## config.mk

```make
export PLATFORM = sky130hd
export DESIGN_NAME = hazard_forward_ctrl_flat
export DESIGN_NICKNAME = d
export VERILOG_FILES = /design/src/rtl/hazard_forward_ctrl_if.sv /design/src/rtl/hazard_forward_ctrl.sv /design/src/flat_wrapper.sv
export SDC_FILE = /design/constraint.sdc
export NUM_CORES = 1
export LEC_CHECK = 0
export ABC_AREA = 1
export BUFFER_PORTS_ARGS = -buffer_cell sky130_fd_sc_hd__buf_2
export CAP_MARGIN = 20
export CORE_ASPECT_RATIO = 2
export CORE_MARGIN = 2
export CORE_UTILIZATION = 40
export CTS_CLUSTER_SIZE = 24
export DETAILED_ROUTE_END_ITERATION = 8
export PLACE_DENSITY = 0.6
export REMOVE_ABC_BUFFERS = 1
export SLEW_MARGIN = 10
export SYNTH_ARGS = -nofsm -noshare
export SYNTH_HDL_FRONTEND = slang
export SYNTH_SLANG_ARGS = --single-unit
```

## constraint.sdc

```tcl
create_clock -name clk -period 3.34 [get_ports clk]
set_clock_uncertainty 0.2 [all_clocks]
set_input_delay 0.668 -clock clk [delete_from_list [all_inputs] [get_ports clk]]
set_output_delay 0.668 -clock clk [all_outputs]
set_load 0.02 [all_outputs]
```

## src/rtl/hazard_forward_ctrl_if.sv

```systemverilog
// ============================================================================
// Module      : hazard_forward_ctrl_if
// Description : Bundles the decode-stage tags, pipeline control inputs and
//               hazard-controller outputs into one interface.
//               master : pipeline side. It drives the ID tags, branch_taken
//                        and ext_freeze, and receives stall/flush/forwarding.
//               slave  : the hazard_forward_ctrl block.
// Ports       : id_valid, id_rn, id_src2, id_two_src, id_uses_rn, id_dest,
//               id_wb_en, id_mem_r_en, branch_taken, ext_freeze (to slave);
//               stall, flush, fwd_sel_a, fwd_sel_b, stall_cnt, flush_cnt
//               (from slave)
// Revision    : 1.0 - initial release
// ============================================================================
`default_nettype none

interface hazard_forward_ctrl_if #(
  parameter int REG_W = 4,
  parameter int CNT_W = 16
);
  logic             id_valid;
  logic [REG_W-1:0] id_rn;
  logic [REG_W-1:0] id_src2;
  logic             id_two_src;
  logic             id_uses_rn;
  logic [REG_W-1:0] id_dest;
  logic             id_wb_en;
  logic             id_mem_r_en;
  logic             branch_taken;
  logic             ext_freeze;

  logic             stall;
  logic             flush;
  logic [1:0]       fwd_sel_a;
  logic [1:0]       fwd_sel_b;
  logic [CNT_W-1:0] stall_cnt;
  logic [CNT_W-1:0] flush_cnt;

  modport master (
    output id_valid, id_rn, id_src2, id_two_src, id_uses_rn, id_dest,
           id_wb_en, id_mem_r_en, branch_taken, ext_freeze,
    input  stall, flush, fwd_sel_a, fwd_sel_b, stall_cnt, flush_cnt
  );

  modport slave (
    input  id_valid, id_rn, id_src2, id_two_src, id_uses_rn, id_dest,
           id_wb_en, id_mem_r_en, branch_taken, ext_freeze,
    output stall, flush, fwd_sel_a, fwd_sel_b, stall_cnt, flush_cnt
  );
endinterface

`default_nettype wire

```

## src/rtl/hazard_forward_ctrl.sv

```systemverilog
// ============================================================================
// Module      : hazard_forward_ctrl
// Description : Pipeline hazard controller. A shadow scoreboard holds the
//               tags of every instruction after decode (entry 0 = EXE,
//               entry DEPTH-1 = WB). From it the block derives the IF/ID
//               stall, the branch flush and the EXE operand-forwarding
//               selects. It also keeps saturating stall/flush counters.
// Parameters  : REG_W - register address width
//               DEPTH - tracked post-decode stages, legal range 2..6
//               CNT_W - stall/flush counter width
// Macro       : HAZARD_FORWARD_EN - when defined, forwarding selects are
//               generated and stall covers only the load-use case. When
//               undefined, fwd_sel_* are 0 and stall covers every RAW match
//               in entries 0..DEPTH-2.
// Ports       : clk  - clock, rising edge
//               rst  - asynchronous active-high reset
//               bus  - hazard_forward_ctrl_if.slave (ID tags, branch_taken,
//                      ext_freeze in; stall, flush, fwd_sel_a/b,
//                      stall_cnt, flush_cnt out)
// Revision    : 1.0 - initial release
// ============================================================================
`default_nettype none

module hazard_forward_ctrl #(
  parameter int REG_W = 4,
  parameter int DEPTH = 3,
  parameter int CNT_W = 16
) (
  input  logic                  clk,
  input  logic                  rst,
  hazard_forward_ctrl_if.slave  bus
);

  localparam logic [CNT_W-1:0] c_cnt_one = {{(CNT_W-1){1'b0}}, 1'b1};

  // --------------------------------------------------------------------------
  // Scoreboard, one entry per post-decode stage
  // --------------------------------------------------------------------------
  logic [DEPTH-1:0]            valid_q,    valid_d;
  logic [DEPTH-1:0]            wb_en_q,    wb_en_d;
  logic [DEPTH-1:0]            mem_r_en_q, mem_r_en_d;
  logic [DEPTH-1:0]            uses_rn_q,  uses_rn_d;
  logic [DEPTH-1:0]            two_src_q,  two_src_d;
  logic [DEPTH-1:0][REG_W-1:0] dest_q,     dest_d;
  logic [DEPTH-1:0][REG_W-1:0] rn_q,       rn_d;
  logic [DEPTH-1:0][REG_W-1:0] src2_q,     src2_d;

  logic [CNT_W-1:0]            stall_cnt_q, stall_cnt_d;
  logic [CNT_W-1:0]            flush_cnt_q, flush_cnt_d;

  logic [DEPTH-2:0]            w_id_hit;
  logic                        w_hazard;
  logic                        w_stall;
  logic                        w_flush;
  logic [1:0]                  w_fwd_a;
  logic [1:0]                  w_fwd_b;

  // --------------------------------------------------------------------------
  // RAW match of the ID sources against the hazard window. The WB entry is
  // left out because the register file writes in the first half-cycle.
  // --------------------------------------------------------------------------
  always_comb begin
    w_id_hit = '0;
    for (int k = 0; k < DEPTH-1; k++) begin
      w_id_hit[k] = valid_q[k] & wb_en_q[k] &
                    ((bus.id_uses_rn & (dest_q[k] == bus.id_rn)) |
                     (bus.id_two_src & (dest_q[k] == bus.id_src2)));
    end
  end

`ifdef HAZARD_FORWARD_EN
  // Forwarding covers everything except a load still in EXE.
  assign w_hazard = bus.id_valid & w_id_hit[0] & mem_r_en_q[0];
`else
  assign w_hazard = bus.id_valid & (|w_id_hit);
`endif

  // A freeze holds the whole pipeline, so neither stall nor flush may act.
  // Flush wins over stall because the ID instruction is being killed anyway.
  assign w_flush = bus.branch_taken & ~bus.ext_freeze & ~rst;
  assign w_stall = w_hazard & ~bus.branch_taken & ~bus.ext_freeze & ~rst;

  // --------------------------------------------------------------------------
  // Forwarding selects for the instruction in EXE (entry 0)
  // --------------------------------------------------------------------------
`ifdef HAZARD_FORWARD_EN
  logic w_e1_a, w_e1_b;
  logic w_e2_a, w_e2_b;

  // A load in MEM has no ALU result to forward; it is picked up from WB on
  // the following cycle, after the load-use bubble.
  assign w_e1_a = valid_q[1] & wb_en_q[1] & ~mem_r_en_q[1] & (dest_q[1] == rn_q[0]);
  assign w_e1_b = valid_q[1] & wb_en_q[1] & ~mem_r_en_q[1] & (dest_q[1] == src2_q[0]);

  generate
    if (DEPTH >= 3) begin : g_fwd_wb
      assign w_e2_a = valid_q[2] & wb_en_q[2] & (dest_q[2] == rn_q[0]);
      assign w_e2_b = valid_q[2] & wb_en_q[2] & (dest_q[2] == src2_q[0]);
    end else begin : g_fwd_no_wb
      assign w_e2_a = 1'b0;
      assign w_e2_b = 1'b0;
    end
  endgenerate

  // The nearest producer wins. A bubble in EXE needs no operands.
  always_comb begin
    w_fwd_a = 2'd0;
    w_fwd_b = 2'd0;
    if (valid_q[0] & uses_rn_q[0]) begin
      if (w_e1_a)      w_fwd_a = 2'd1;
      else if (w_e2_a) w_fwd_a = 2'd2;
    end
    if (valid_q[0] & two_src_q[0]) begin
      if (w_e1_b)      w_fwd_b = 2'd1;
      else if (w_e2_b) w_fwd_b = 2'd2;
    end
  end
`else
  assign w_fwd_a = 2'd0;
  assign w_fwd_b = 2'd0;
`endif

  // --------------------------------------------------------------------------
  // Scoreboard advance and counter next-state
  // --------------------------------------------------------------------------
  always_comb begin
    valid_d     = valid_q;
    wb_en_d     = wb_en_q;
    mem_r_en_d  = mem_r_en_q;
    uses_rn_d   = uses_rn_q;
    two_src_d   = two_src_q;
    dest_d      = dest_q;
    rn_d        = rn_q;
    src2_d      = src2_q;
    stall_cnt_d = stall_cnt_q;
    flush_cnt_d = flush_cnt_q;

    if (!bus.ext_freeze) begin
      for (int k = DEPTH-1; k > 0; k--) begin
        valid_d[k]    = valid_q[k-1];
        wb_en_d[k]    = wb_en_q[k-1];
        mem_r_en_d[k] = mem_r_en_q[k-1];
        uses_rn_d[k]  = uses_rn_q[k-1];
        two_src_d[k]  = two_src_q[k-1];
        dest_d[k]     = dest_q[k-1];
        rn_d[k]       = rn_q[k-1];
        src2_d[k]     = src2_q[k-1];
      end
      // A stalled or killed ID instruction leaves a bubble in EXE.
      valid_d[0]    = bus.id_valid & ~w_stall & ~w_flush;
      wb_en_d[0]    = bus.id_wb_en;
      mem_r_en_d[0] = bus.id_mem_r_en;
      uses_rn_d[0]  = bus.id_uses_rn;
      two_src_d[0]  = bus.id_two_src;
      dest_d[0]     = bus.id_dest;
      rn_d[0]       = bus.id_rn;
      src2_d[0]     = bus.id_src2;

      if (w_stall && !(&stall_cnt_q)) stall_cnt_d = stall_cnt_q + c_cnt_one;
      if (w_flush && !(&flush_cnt_q)) flush_cnt_d = flush_cnt_q + c_cnt_one;
    end
  end

  always_ff @(posedge clk or posedge rst) begin
    if (rst) begin
      valid_q     <= '0;
      wb_en_q     <= '0;
      mem_r_en_q  <= '0;
      uses_rn_q   <= '0;
      two_src_q   <= '0;
      dest_q      <= '0;
      rn_q        <= '0;
      src2_q      <= '0;
      stall_cnt_q <= '0;
      flush_cnt_q <= '0;
    end else begin
      valid_q     <= valid_d;
      wb_en_q     <= wb_en_d;
      mem_r_en_q  <= mem_r_en_d;
      uses_rn_q   <= uses_rn_d;
      two_src_q   <= two_src_d;
      dest_q      <= dest_d;
      rn_q        <= rn_d;
      src2_q      <= src2_d;
      stall_cnt_q <= stall_cnt_d;
      flush_cnt_q <= flush_cnt_d;
    end
  end

  // The WB entry is only carried along for visibility; some tag bits are
  // never consulted depending on the build.
  logic w_unused_tags;
  assign w_unused_tags = ^{valid_q[DEPTH-1], wb_en_q[DEPTH-1], mem_r_en_q,
                           uses_rn_q, two_src_q, dest_q[DEPTH-1], rn_q,
                           src2_q, w_id_hit};

  // --------------------------------------------------------------------------
  // Outputs
  // --------------------------------------------------------------------------
  assign bus.stall     = w_stall;
  assign bus.flush     = w_flush;
  assign bus.fwd_sel_a = w_fwd_a;
  assign bus.fwd_sel_b = w_fwd_b;
  assign bus.stall_cnt = stall_cnt_q;
  assign bus.flush_cnt = flush_cnt_q;

endmodule

`default_nettype wire

```

## src/flat_wrapper.sv

```systemverilog
// flat-port wrapper written by rule: the top's interface ports become plain ports
module hazard_forward_ctrl_flat 
#(
  parameter int REG_W = 4,
  parameter int DEPTH = 3,
  parameter int CNT_W = 16
)
  (clk, rst, bus_id_valid, bus_id_rn, bus_id_src2, bus_id_two_src, bus_id_uses_rn, bus_id_dest, bus_id_wb_en, bus_id_mem_r_en, bus_branch_taken, bus_ext_freeze, bus_stall, bus_flush, bus_fwd_sel_a, bus_fwd_sel_b, bus_stall_cnt, bus_flush_cnt);
  hazard_forward_ctrl_if #(.REG_W(REG_W), .CNT_W(CNT_W)) bus_i ();
  input  logic clk;
  input  logic rst;
  input wire logic [$bits(bus_i.id_valid)-1:0] bus_id_valid;
  input wire logic [$bits(bus_i.id_rn)-1:0] bus_id_rn;
  input wire logic [$bits(bus_i.id_src2)-1:0] bus_id_src2;
  input wire logic [$bits(bus_i.id_two_src)-1:0] bus_id_two_src;
  input wire logic [$bits(bus_i.id_uses_rn)-1:0] bus_id_uses_rn;
  input wire logic [$bits(bus_i.id_dest)-1:0] bus_id_dest;
  input wire logic [$bits(bus_i.id_wb_en)-1:0] bus_id_wb_en;
  input wire logic [$bits(bus_i.id_mem_r_en)-1:0] bus_id_mem_r_en;
  input wire logic [$bits(bus_i.branch_taken)-1:0] bus_branch_taken;
  input wire logic [$bits(bus_i.ext_freeze)-1:0] bus_ext_freeze;
  output wire logic [$bits(bus_i.stall)-1:0] bus_stall;
  output wire logic [$bits(bus_i.flush)-1:0] bus_flush;
  output wire logic [$bits(bus_i.fwd_sel_a)-1:0] bus_fwd_sel_a;
  output wire logic [$bits(bus_i.fwd_sel_b)-1:0] bus_fwd_sel_b;
  output wire logic [$bits(bus_i.stall_cnt)-1:0] bus_stall_cnt;
  output wire logic [$bits(bus_i.flush_cnt)-1:0] bus_flush_cnt;
  assign bus_i.id_valid = bus_id_valid;
  assign bus_i.id_rn = bus_id_rn;
  assign bus_i.id_src2 = bus_id_src2;
  assign bus_i.id_two_src = bus_id_two_src;
  assign bus_i.id_uses_rn = bus_id_uses_rn;
  assign bus_i.id_dest = bus_id_dest;
  assign bus_i.id_wb_en = bus_id_wb_en;
  assign bus_i.id_mem_r_en = bus_id_mem_r_en;
  assign bus_i.branch_taken = bus_branch_taken;
  assign bus_i.ext_freeze = bus_ext_freeze;
  assign bus_stall = bus_i.stall;
  assign bus_flush = bus_i.flush;
  assign bus_fwd_sel_a = bus_i.fwd_sel_a;
  assign bus_fwd_sel_b = bus_i.fwd_sel_b;
  assign bus_stall_cnt = bus_i.stall_cnt;
  assign bus_flush_cnt = bus_i.flush_cnt;
  hazard_forward_ctrl #(.REG_W(REG_W), .DEPTH(DEPTH), .CNT_W(CNT_W)) u_core (.clk(clk), .rst(rst), .bus(bus_i));
endmodule
```

==> impl_metrics.yaml, run 1 <==
status:
  status: "complete, no violations"
setup_path:
  worstPathMaxFanout: 3
  cp-start-kind: "primary input"
  critPathKind: "primary input to output pin"
  cpLargestDelayFamily: "simple AND/OR/NAND/NOR gates"
  path_buf_inv: 4
  max_stage_delay_ps: 150
  cp_slowest_cell: "buf_2"
  cp_cell_sequence: "buf_2 > inv_1 > nand2_1 > nand2_1 > nor2_1 > nand3_1 > nand2_1 > nand2_1 > nand2_2 > nand2_1 > inv_1 > buf_2"
  crit_top_cell: "nand2_1"
  cp-end-kind: "output pin"
  required_ps: 2470
  crit_arrival_ps: 1620
pwr:
  clockPowerShare: 0.346
  switchingPower_mw: 0.4520
  vdd_drop_max_mv: 0.3993
  leakage_nw: 1.710
  switching_share: 0.3166
  sequentialPowerShare: 0.459
  p_int_mw: 0.9756
  pwr_density_cell_nw_per_um2: 445.0
  finalPower_mw: 1.428
  combinationalPowerShare: 0.195
clock_tree:
  clk_latency_ps: 290
  clk_root_buffer_cell: "clkbuf_16"
  clkTransAtPathRegs_ps: 60
  hold_buffers: 0
  postCtsSetupBuffers: 0
  numCtsBuffers: 5
  cts-resized-gates: 0
  clk_path_buf_depth: 2
  cts_tree: "built"
  clkSinkCount: 44
  h-tree-depth: 2
floorplan:
  num_rows: 42
  core_area_sq_um: 6621
  fp.dieH_microns: 121.1
  dieArea_sq_um: 7579
  num_io_pins: 59
  start_util: 0.4144
  die_w_microns: 62.57
global_routing:
  grt_antenna_before_repair: 0
  gr-total-overflow: 0
  grt_pass1_vias: 2408
  grt_max_degree: 45
  grt_pass1_wl_microns: 10980
  track_usage: 0.1848
placement:
  dp_slack_ps: 831.2
  io_buffers: 53
  post_dp_cell_area_sq_um: 3059
  dp.cells: 500
  hpwl_microns: 4856
  place.gp.congestion: 0.8209
synthesis:
  synth.area.top_cells: "dfrtp_1, nand2_1, nor2_1"
  yosys.area.top_type: "dfrtp_1"
  async_flop_share: 1.000
  ys_ff_latch: 44
  synth_top_flop_cell: "dfrtp_1"
  ys_seq_area_frac: 0.4013
  yosys_warnings: 0
  synth_common_cells: "nand2_1, dfrtp_1, nor2_1, inv_1"
  yosysMostFrequentCell: "nand2_1"
  syn_area_per_cell_sq_um: 7.517
  synth_cell_types: 29
  synth_top_area_frac: 0.4013
  synth_edf_count: 0
  syn-cell-area_sq_um: 2744
  synthCells: 365
worst_hold_path:
  hp-class: "flip-flop to flip-flop"
timing:
  maxSlewHeadroom: 0.6199
  finalHoldViolCount: 0
  finalWorstSetupSlack_ps: 854.8
  setup_viol: 0
  timing.hold.ws_ps: 287.6
  slew_violations: 0
  fin_crit_sh: 0.7441
  tightest_slew_ps: 570.2
  fmax_ghz: 0.4024
  rsz0062_at_grt: "no"
  setup_tns_ps: 0
  fin_crit_ps: 2485
drt:
  ant_nets: 0
  num_vias: 2426
  routed_via_density: 4.776
  wl_microns: 6470
  drtIter0Drc: 86
  remaining_drc_errors: 0
  dr.pass1.iters: 4
  wl_per_cell_microns: 12.74
finish:
  layout-drive-gt1-share: 0.2143
  num-nets-final: 442
  utilization: 0.4845
  syn_to_final_growth_pct: 16.92
  fin_area_sq_um: 3208
  diodes: 0
  fin_cells: 508
run:
  cap_viol_max_count: 0
## final timing paths
check,slack [ps],from,depth (start not counted),endpoint
setup / recovery,850,bus_id_src2[0],12,bus_stall
hold / removal,290,u_core.wb_en_q[1],2,u_core.wb_en_q[1]
setup reg to reg,1150,u_core.bus.flush_cnt[0],8,u_core.bus.flush_cnt[12]
hold reg to reg,290,u_core.wb_en_q[1],2,u_core.wb_en_q[1]
max in group asynchronous,2180,rst,3,u_core.bus.stall_cnt[6]
min in group asynchronous,350,rst,3,u_core.bus.flush_cnt[10]
## registers in the layout, summed over array words and instances, names as in the netlist
signal	count
u_core.bus.stall_cnt	16
u_core.dest_q	8
u_core.wb_en_q	2
u_core.valid_q	2
u_core.bus.flush_cnt	16
## cell usage in the layout (no fill, tap or decap), types with 2 or more instances in the layout
| cell | netlist | layout |
|---|---|---|
| nand3_1 | 21 | 21 |
| inv_2 | 6 | 6 |
| conb_1 | 1 | 4 |
| o21ai_1 | 2 | 2 |
| ha_1 | 2 | 2 |
| nand3_4 | 2 | 2 |
| inv_1 | 34 | 33 |
| xor2_1 | 15 | 15 |
| nand2_1 | 115 | 115 |
| nand4_1 | 21 | 21 |
| nor3_2 | 3 | 3 |
| buf_4 | 6 | 3 |
| xnor2_1 | 14 | 14 |
| dfrtp_1 | 44 | 44 |
| nand2_2 | 11 | 11 |
| a21oi_1 | 5 | 5 |
| nor3_1 | 6 | 6 |
| o21ai_0 | 8 | 8 |
| clkinv_2 | 0 | 2 |
| nor2_1 | 37 | 37 |
| buf_2 | 2 | 53 |
| clkinv_1 | 1 | 2 |
| clkbuf_16 | 0 | 5 |
## worst min-delay path, stage by stage, from the launching register on
cell and delay [ps]:
dfrtp_1 340, nand2_1 50, o21ai_0 60
## power groups by stage
stage                     Clock (mW)  Sequential [mW]  Combinational (mW)
after global routing           0.525            0.663               0.315
after detailed placement           0            0.664               0.281
final                          0.494            0.655               0.278
after global placement             0            0.663               0.277
after CTS                      0.511            0.655               0.284
after floorplan                    0            0.693               0.141
## logic make-up (layout without fill, tap and decap cells)
kind of cell               Yosys count  after routing  synth area share
and+or+nand+nor                    220            220            0.3739
adders and majority gates            2              2          0.009118
muxes                                1              1          0.004104
buffers and inverters               53            105           0.09028
other                                1              4          0.001367
AOI/OAI and AO/OA                   15             15           0.02736
DFF                                 44             44            0.4013
xor gates and xnor gates            29             29           0.09257
## per-layer routing
layer  track usage  share of wire  wire length [microns]
met1        0.1851           0.38                   2428
met2        0.3690           0.57                   3711
met3       0.03432          0.034                    218
met4       0.06389          0.017                    110
met5             0              0                      0
## cell type report
| type | instances | area [sq um] |
|---|---|---|
| Tap cell | 88 | 110.1 |
| Clock inverter | 2 | 10.01 |
| Sequential cell | 44 | 1101 |
| Multi-Input combinational cell | 271 | 1406 |
| Clock buffer | 6 | 138.9 |
| Inverter | 41 | 153.9 |
| Fill cell | 707 | 3413 |
| Timing Repair Buffer | 56 | 287.8 |
Power figures use the tool's default switching activity.
==> run 2, diff against run 1 <==
- ABC_AREA: 1 -> 0
- PLACE_DENSITY: 0.6 -> 0.63
- clock period: 3.34 -> 2.27 ns (I/O delays scaled with it)
==> run 2 against run 1 <==
The flow now finishes with violations (negative setup slack). Register-to-register slack worse by 1100 ps. Count of clock-buffer cells in the layout grew 2. Setup slack worse by 910 ps. Non-clock buffer count up 16. Flip-flop and latch count is the same. First-iteration DRC count is 45% lower. Design area shrank 5.9%. Die area decreased by 15%. Sequential share of layout area increased by 2.1 points. Critical path type is now flip-flop to output pin.
==> impl_metrics.yaml, run 2 <==
finish:
  final_cell_mix: "buf_2, dfrtp_1, xor2_1, buf_4, xnor2_1"
  num-nets-final: 301
  utilization: 0.5336
  layout-drive-gt1-share: 0.4050
  syn_to_final_growth_pct: 30.91
  diodes: 0
  layout_commonest_cell: "buf_2"
  fin_cells: 340
timing:
  fin_crit_sh: 1.025
  slew_violations: 0
  finalWorstSetupSlack_ps: -56.22
  fmax_ghz: 0.4299
  rsz0062_at_grt: "yes"
  finalHoldViolCount: 0
  setup_tns_ps: -56.22
  setup_viol: 1
  fin_crit_ps: 2326
worst_hold_path:
  hp-class: "primary input to asynchronous set/reset pin"
synthesis:
  synth_top_flop_cell: "dfrtp_1"
  synth_cell_types: 38
  syn-cell-area_sq_um: 2307
  yosys.area.top_type: "dfrtp_1"
  synth.area.top_cells: "dfrtp_1, xor2_1, xnor2_1"
  synth_edf_count: 0
  ys_seq_area_frac: 0.4772
  async_flop_share: 1.000
  ys_ff_latch: 44
  synthCells: 204
  yosysMostFrequentCell: "dfrtp_1"
  synth_common_cells: "dfrtp_1, xor2_1, xnor2_1, nand4_1"
  yosys_warnings: 0
  synth_top_area_frac: 0.4772
  syn_area_per_cell_sq_um: 11.31
placement:
  io_buffers: 53
  place.gp.congestion: 0.8004
  dp.cells: 331
  dp_slack_ps: -133.7
  hpwl_microns: 3887
clock_tree:
  clkTransAtPathRegs_ps: 60
  clk_path_buf_depth: 2
  clk_root_buffer_cell: "clkbuf_16"
  clkSinkCount: 44
  numCtsBuffers: 5
  cts_tree: "built"
  h-tree-depth: 2
  hold_buffers: 0
  clk_latency_ps: 290
floorplan:
  num_io_pins: 59
  num_rows: 39
  die_w_microns: 57.71
  start_util: 0.4076
  dieArea_sq_um: 6429
  core_area_sq_um: 5660
  fp.dieH_microns: 111.4
setup_path:
  worstPathMaxFanout: 4
  reg2reg_to: "u_core.bus.stall_cnt[1]"
  r2r_start: "u_core.dest_q[3]"
  crit_arrival_ps: 1670
  r2r_setup_slack_ps: 90
  critPathKind: "flip-flop to output pin"
  cp-start-kind: "flip-flop"
  crit_path_end: "bus_stall"
  cp-end-kind: "output pin"
  ff2ff_path_depth: 6
  cp-startpoint: "u_core.dest_q[0]"
  required_ps: 1620
global_routing:
  grt_max_degree: 26
  gr-total-overflow: 0
  gr-usage-met2: 0.3008
  grt_use_met3: 0.04297
  busiest_layer: "met2"
  track_usage: 0.1730
  grt_antenna_before_repair: 0
  grt_pass1_vias: 1857
  use_met1: 0.1861
  grt_pass1_wl_microns: 8583
status:
  status: "finished, violations left"
  violations: "negative setup slack"
drt:
  remaining_drc_errors: 0
  wl_microns: 5190
  num_vias: 1820
  routed_via_density: 5.353
  wl_per_cell_microns: 15.26
  dr.pass1.iters: 4
  drtIter0Drc: 47
  ant_nets: 0
run:
  cap_viol_max_count: 0
pwr:
  pwr_density_cell_nw_per_um2: 677.0
  leakage_nw: 1.453
  vdd_drop_max_mv: 0.6273
## run 2: cell types whose count changed in the layout (fill, tap and decap cells not counted), moves of 7 or more
cell / previous run / this run
nand2_1: 115 / 13
inv_1: 33 / 3
nor2_1: 37 / 7
buf_4: 3 / 20
mux2_2: 1 / 13
nand2_2: 11 / 0
xor2_1: 15 / 26
nand3_1: 21 / 11
o21ai_0: 8 / 1
## run 2: worst min-delay path by stage
stage	endpoint	slack [ps]
2_1_floorplan	u_core.valid_q[0]	280
3_3_place_gp	u_core.bus.flush_cnt[7]	270
3_5_place_dp	u_core.bus.stall_cnt[11]	280
4_1_cts	u_core.valid_q[0]	50
5_1_grt	u_core.valid_q[0]	70
6_report	u_core.valid_q[0]	40
## run 2: critical path: stages (launching register included)
cell and delay [ps]:
dfrtp_1 430, xor2_1 300, nor4_4 100, nor4_4 310
nor2_2 80, buf_4 160
## run 2: cells by family (layout without fill, tap and decap cells)
family	Yosys count	count (layout)	synth area share
mux	14	14	0.06779
other cells	1	4	0.001625
buf+inv	11	83	0.02982
flops	44	44	0.4772
fa+ha+maj	2	2	0.01084
compound gates	5	5	0.02386
simple gates	83	83	0.2218
xor+xnor	44	44	0.1670
## run 2: routing by layer
layer / part of all wire / routed length, microns
met5: 0 / 0
met4: 0.030 / 155
met3: 0.050 / 261
met2: 0.55 / 2835
met1: 0.37 / 1938
## run 2: metrics by stage
step	area, sq um	hold slack [ps]	total power, mW
6_report	3020	44.00	2.045
2_1_floorplan	2261	283.0	1.138
3_3_place_gp	2738	273.6	1.295
4_1_cts	2928	54.80	2.054
5_1_grt	3020	66.96	2.156
3_5_place_dp	2738	280.0	1.308
## run 2: final cells by class
cell class / count / area, sq um
Tap cell: 61 / 76.32
Timing Repair Buffer: 72 / 410.4
Clock buffer: 8 / 146.4
Multi-Input combinational cell: 152 / 1275
Sequential cell: 44 / 1101
Fill cell: 562 / 2640
Inverter: 3 / 11.26
## run 2: repair_timing
| action | in CTS | in global routing |
|---|---|---|
| resized for setup | 7 | 14 |
| pin swaps | 0 | 2 |
| endpoints found under the setup margin | 1 | 5 |
| setup buffers | 0 | 1 |
## run 2: where the power goes
group / internal (mW) / total (mW) / switching [mW]
combinational: 0.174 / 0.393 / 0.219
clock: 0.439 / 0.726 / 0.287
sequential: 0.853 / 0.926 / 0.0728
total: 1.47 / 2.04 / 0.579
==> run 3, diff against run 2 <==
- PLACE_DENSITY: 0.63 -> 0.73
==> run 3 against run 2 <==
The flow still finishes with violations (negative setup slack). Clock power is 26% higher. Flip-flop and latch count stayed put. Via count is 0.27% lower. First-iteration DRC count is 13% lower. Maximum frequency is 0.68% lower. Global-route usage is 0.15 points lower. Sequential power hardly changed. Design area is 1.7% higher. Core utilization is 0.93 points higher. Critical path depth is 2 higher. Setup slack worse by 16 ps. Critical endpoint unchanged.
==> impl_metrics.yaml, run 3 (synthesized netlist as in run 2, its figures left out) <==
finish:
  fill_cells: 530
  num-nets-final: 306
  utilization: 0.5429
  layout_commonest_cell: "buf_2"
  diodes: 0
  seq_area_sq_um: 1101
  multi_input_area_sq_um: 1229
  final_cell_mix: "buf_2, dfrtp_1, xor2_1, buf_4, xnor2_1"
  layout-drive-gt1-share: 0.3958
  syn_to_final_growth_pct: 33.19
timing:
  timing.hold.ws_ps: 196.4
  maxSlewHeadroom: 0.6445
  slew_violations: 0
  finalHoldViolCount: 0
  setup_tns_ps: -72.20
  tightest_slew_ps: 530.0
  fin_crit_ps: 2342
  finalWorstSetupSlack_ps: -72.20
  setup_viol: 1
  fmax_ghz: 0.4269
  rsz0062_at_grt: "yes"
  fin_crit_sh: 1.032
global_routing:
  grt_max_degree: 33
  grt_antenna_before_repair: 0
  grt_pass1_wl_microns: 8618
  grt_pass1_vias: 1959
  grt_use_met3: 0.03600
  gr-total-overflow: 0
  busiest_layer: "met2"
  track_usage: 0.1714
  use_met1: 0.1706
  gr-usage-met2: 0.3189
setup_path:
  max_stage_delay_ps: 430
  cp-end-kind: "output pin"
  cp_cell_sequence: "xnor2_1 > nand4_1 > nor4_1 > buf_4 > nor4_4 > nor2_2 > buf_6"
  cp_slowest_cell: "dfrtp_1"
  worstPathMaxFanout: 4
  cpLargestDelayFamily: "simple AND/OR/NAND/NOR gates"
  required_ps: 1620
  cp-start-kind: "flip-flop"
  path_buf_inv: 2
  critPathKind: "flip-flop to output pin"
  crit_arrival_ps: 1690
floorplan:
  num_rows: 39
  dieArea_sq_um: 6429
  die_w_microns: 57.71
  fp.dieH_microns: 111.4
  num_io_pins: 59
  start_util: 0.4076
  core_area_sq_um: 5660
pwr:
  leakage_nw: 1.491
  pwr_density_cell_nw_per_um2: 718.3
  vdd_drop_max_mv: 0.6351
drt:
  wl_per_cell_microns: 14.70
  wl_microns: 5056
  ant_nets: 0
  drtIter0Drc: 41
  num_vias: 1815
  remaining_drc_errors: 0
  dr.pass1.iters: 4
  routed_via_density: 5.276
placement:
  place.gp.congestion: 0.8744
  io_buffers: 53
  hpwl_microns: 3858
  dp_slack_ps: -9.011
clock_tree:
  clk_latency_ps: 290
  clk_root_buffer_cell: "clkbuf_16"
  clk_path_buf_depth: 2
  clkTransAtPathRegs_ps: 60
  clkSinkCount: 44
  h-tree-depth: 2
  cts_tree: "built"
  numCtsBuffers: 5
run:
  cap_viol_max_count: 0
status:
  violations: "negative setup slack"
  status: "finished, violations left"
worst_hold_path:
  hp-class: "primary input to flip-flop"
==> run 3: cell types whose count changed in the layout (fill, tap and decap cells not counted), sizes merged <==
cell         before  now
buf              72   76
bufinv            0    2
clkbuf            8    5
clkinv            0    1
dlygate4sd3       0    1
inv               3    2
==> run 3: cell type report <==
type                    count  share of cell area
repair buffers             77              0.1531
flip-flops and latches     44              0.3583
multi-input cells         152              0.3998
inverters                   3            0.003664
clock inverters             2             0.01954
well taps                  61             0.02484
clock buffers               5             0.04072
==> run 3: through the flow <==
step	cell area (sq um)	power, mW	instances
after floorplan	2261	1.138	199
after detailed placement	2773	1.302	334
after global placement	2773	1.286	334
after CTS	2984	2.233	343
after global routing	3073	2.302	344
final	3073	2.207	344
==> run 3: worst reg2reg max path: cells and delay by family (launching register included) <==
family	cells	cell delay (ps)
buf+inv	3	480
mux	1	320
xor+xnor	1	170
flops	1	420
simple gates	3	480
==> run 3: final timing paths <==
kind | startpoint | endpoint | slack (ps) | cells after the start
max | u_core.dest_q[2] | bus_stall | -70 | 7
min | bus_id_dest[2] | u_core.dest_q[2] | 200 | 2
max reg2reg | u_core.dest_q[7] | u_core.bus.stall_cnt[1] | 80 | 8
min reg2reg | u_core.bus.flush_cnt[7] | u_core.bus.flush_cnt[7] | 280 | 1
max in group asynchronous | rst | u_core.dest_q[4] | 840 | 4
min in group asynchronous | rst | u_core.bus.stall_cnt[5] | 540 | 3
==> run 3: per-layer routing <==
metal / share of wire / wire, microns
met5: 0 / 0
met2: 0.58 / 2922
met3: 0.039 / 199
met1: 0.35 / 1780
met4: 0.030 / 153
==> run 3: what timing repair did <==
item                       in CTS  in global routing
hold buffers                    1                  0
resized for setup               2                 13
setup endpoints to repair       1                 11
buffers inserted                1                  1
pin swaps                       3                  6
hold endpoints to repair       12                  0
==> run 3: report_power, final <==
part           leakage [nW]  switching (mW)  internal (mW)
sequential            0.571          0.0740          0.853
clock                0.0899           0.288          0.624
combinational         0.830           0.199          0.170
total                  1.49           0.561           1.65
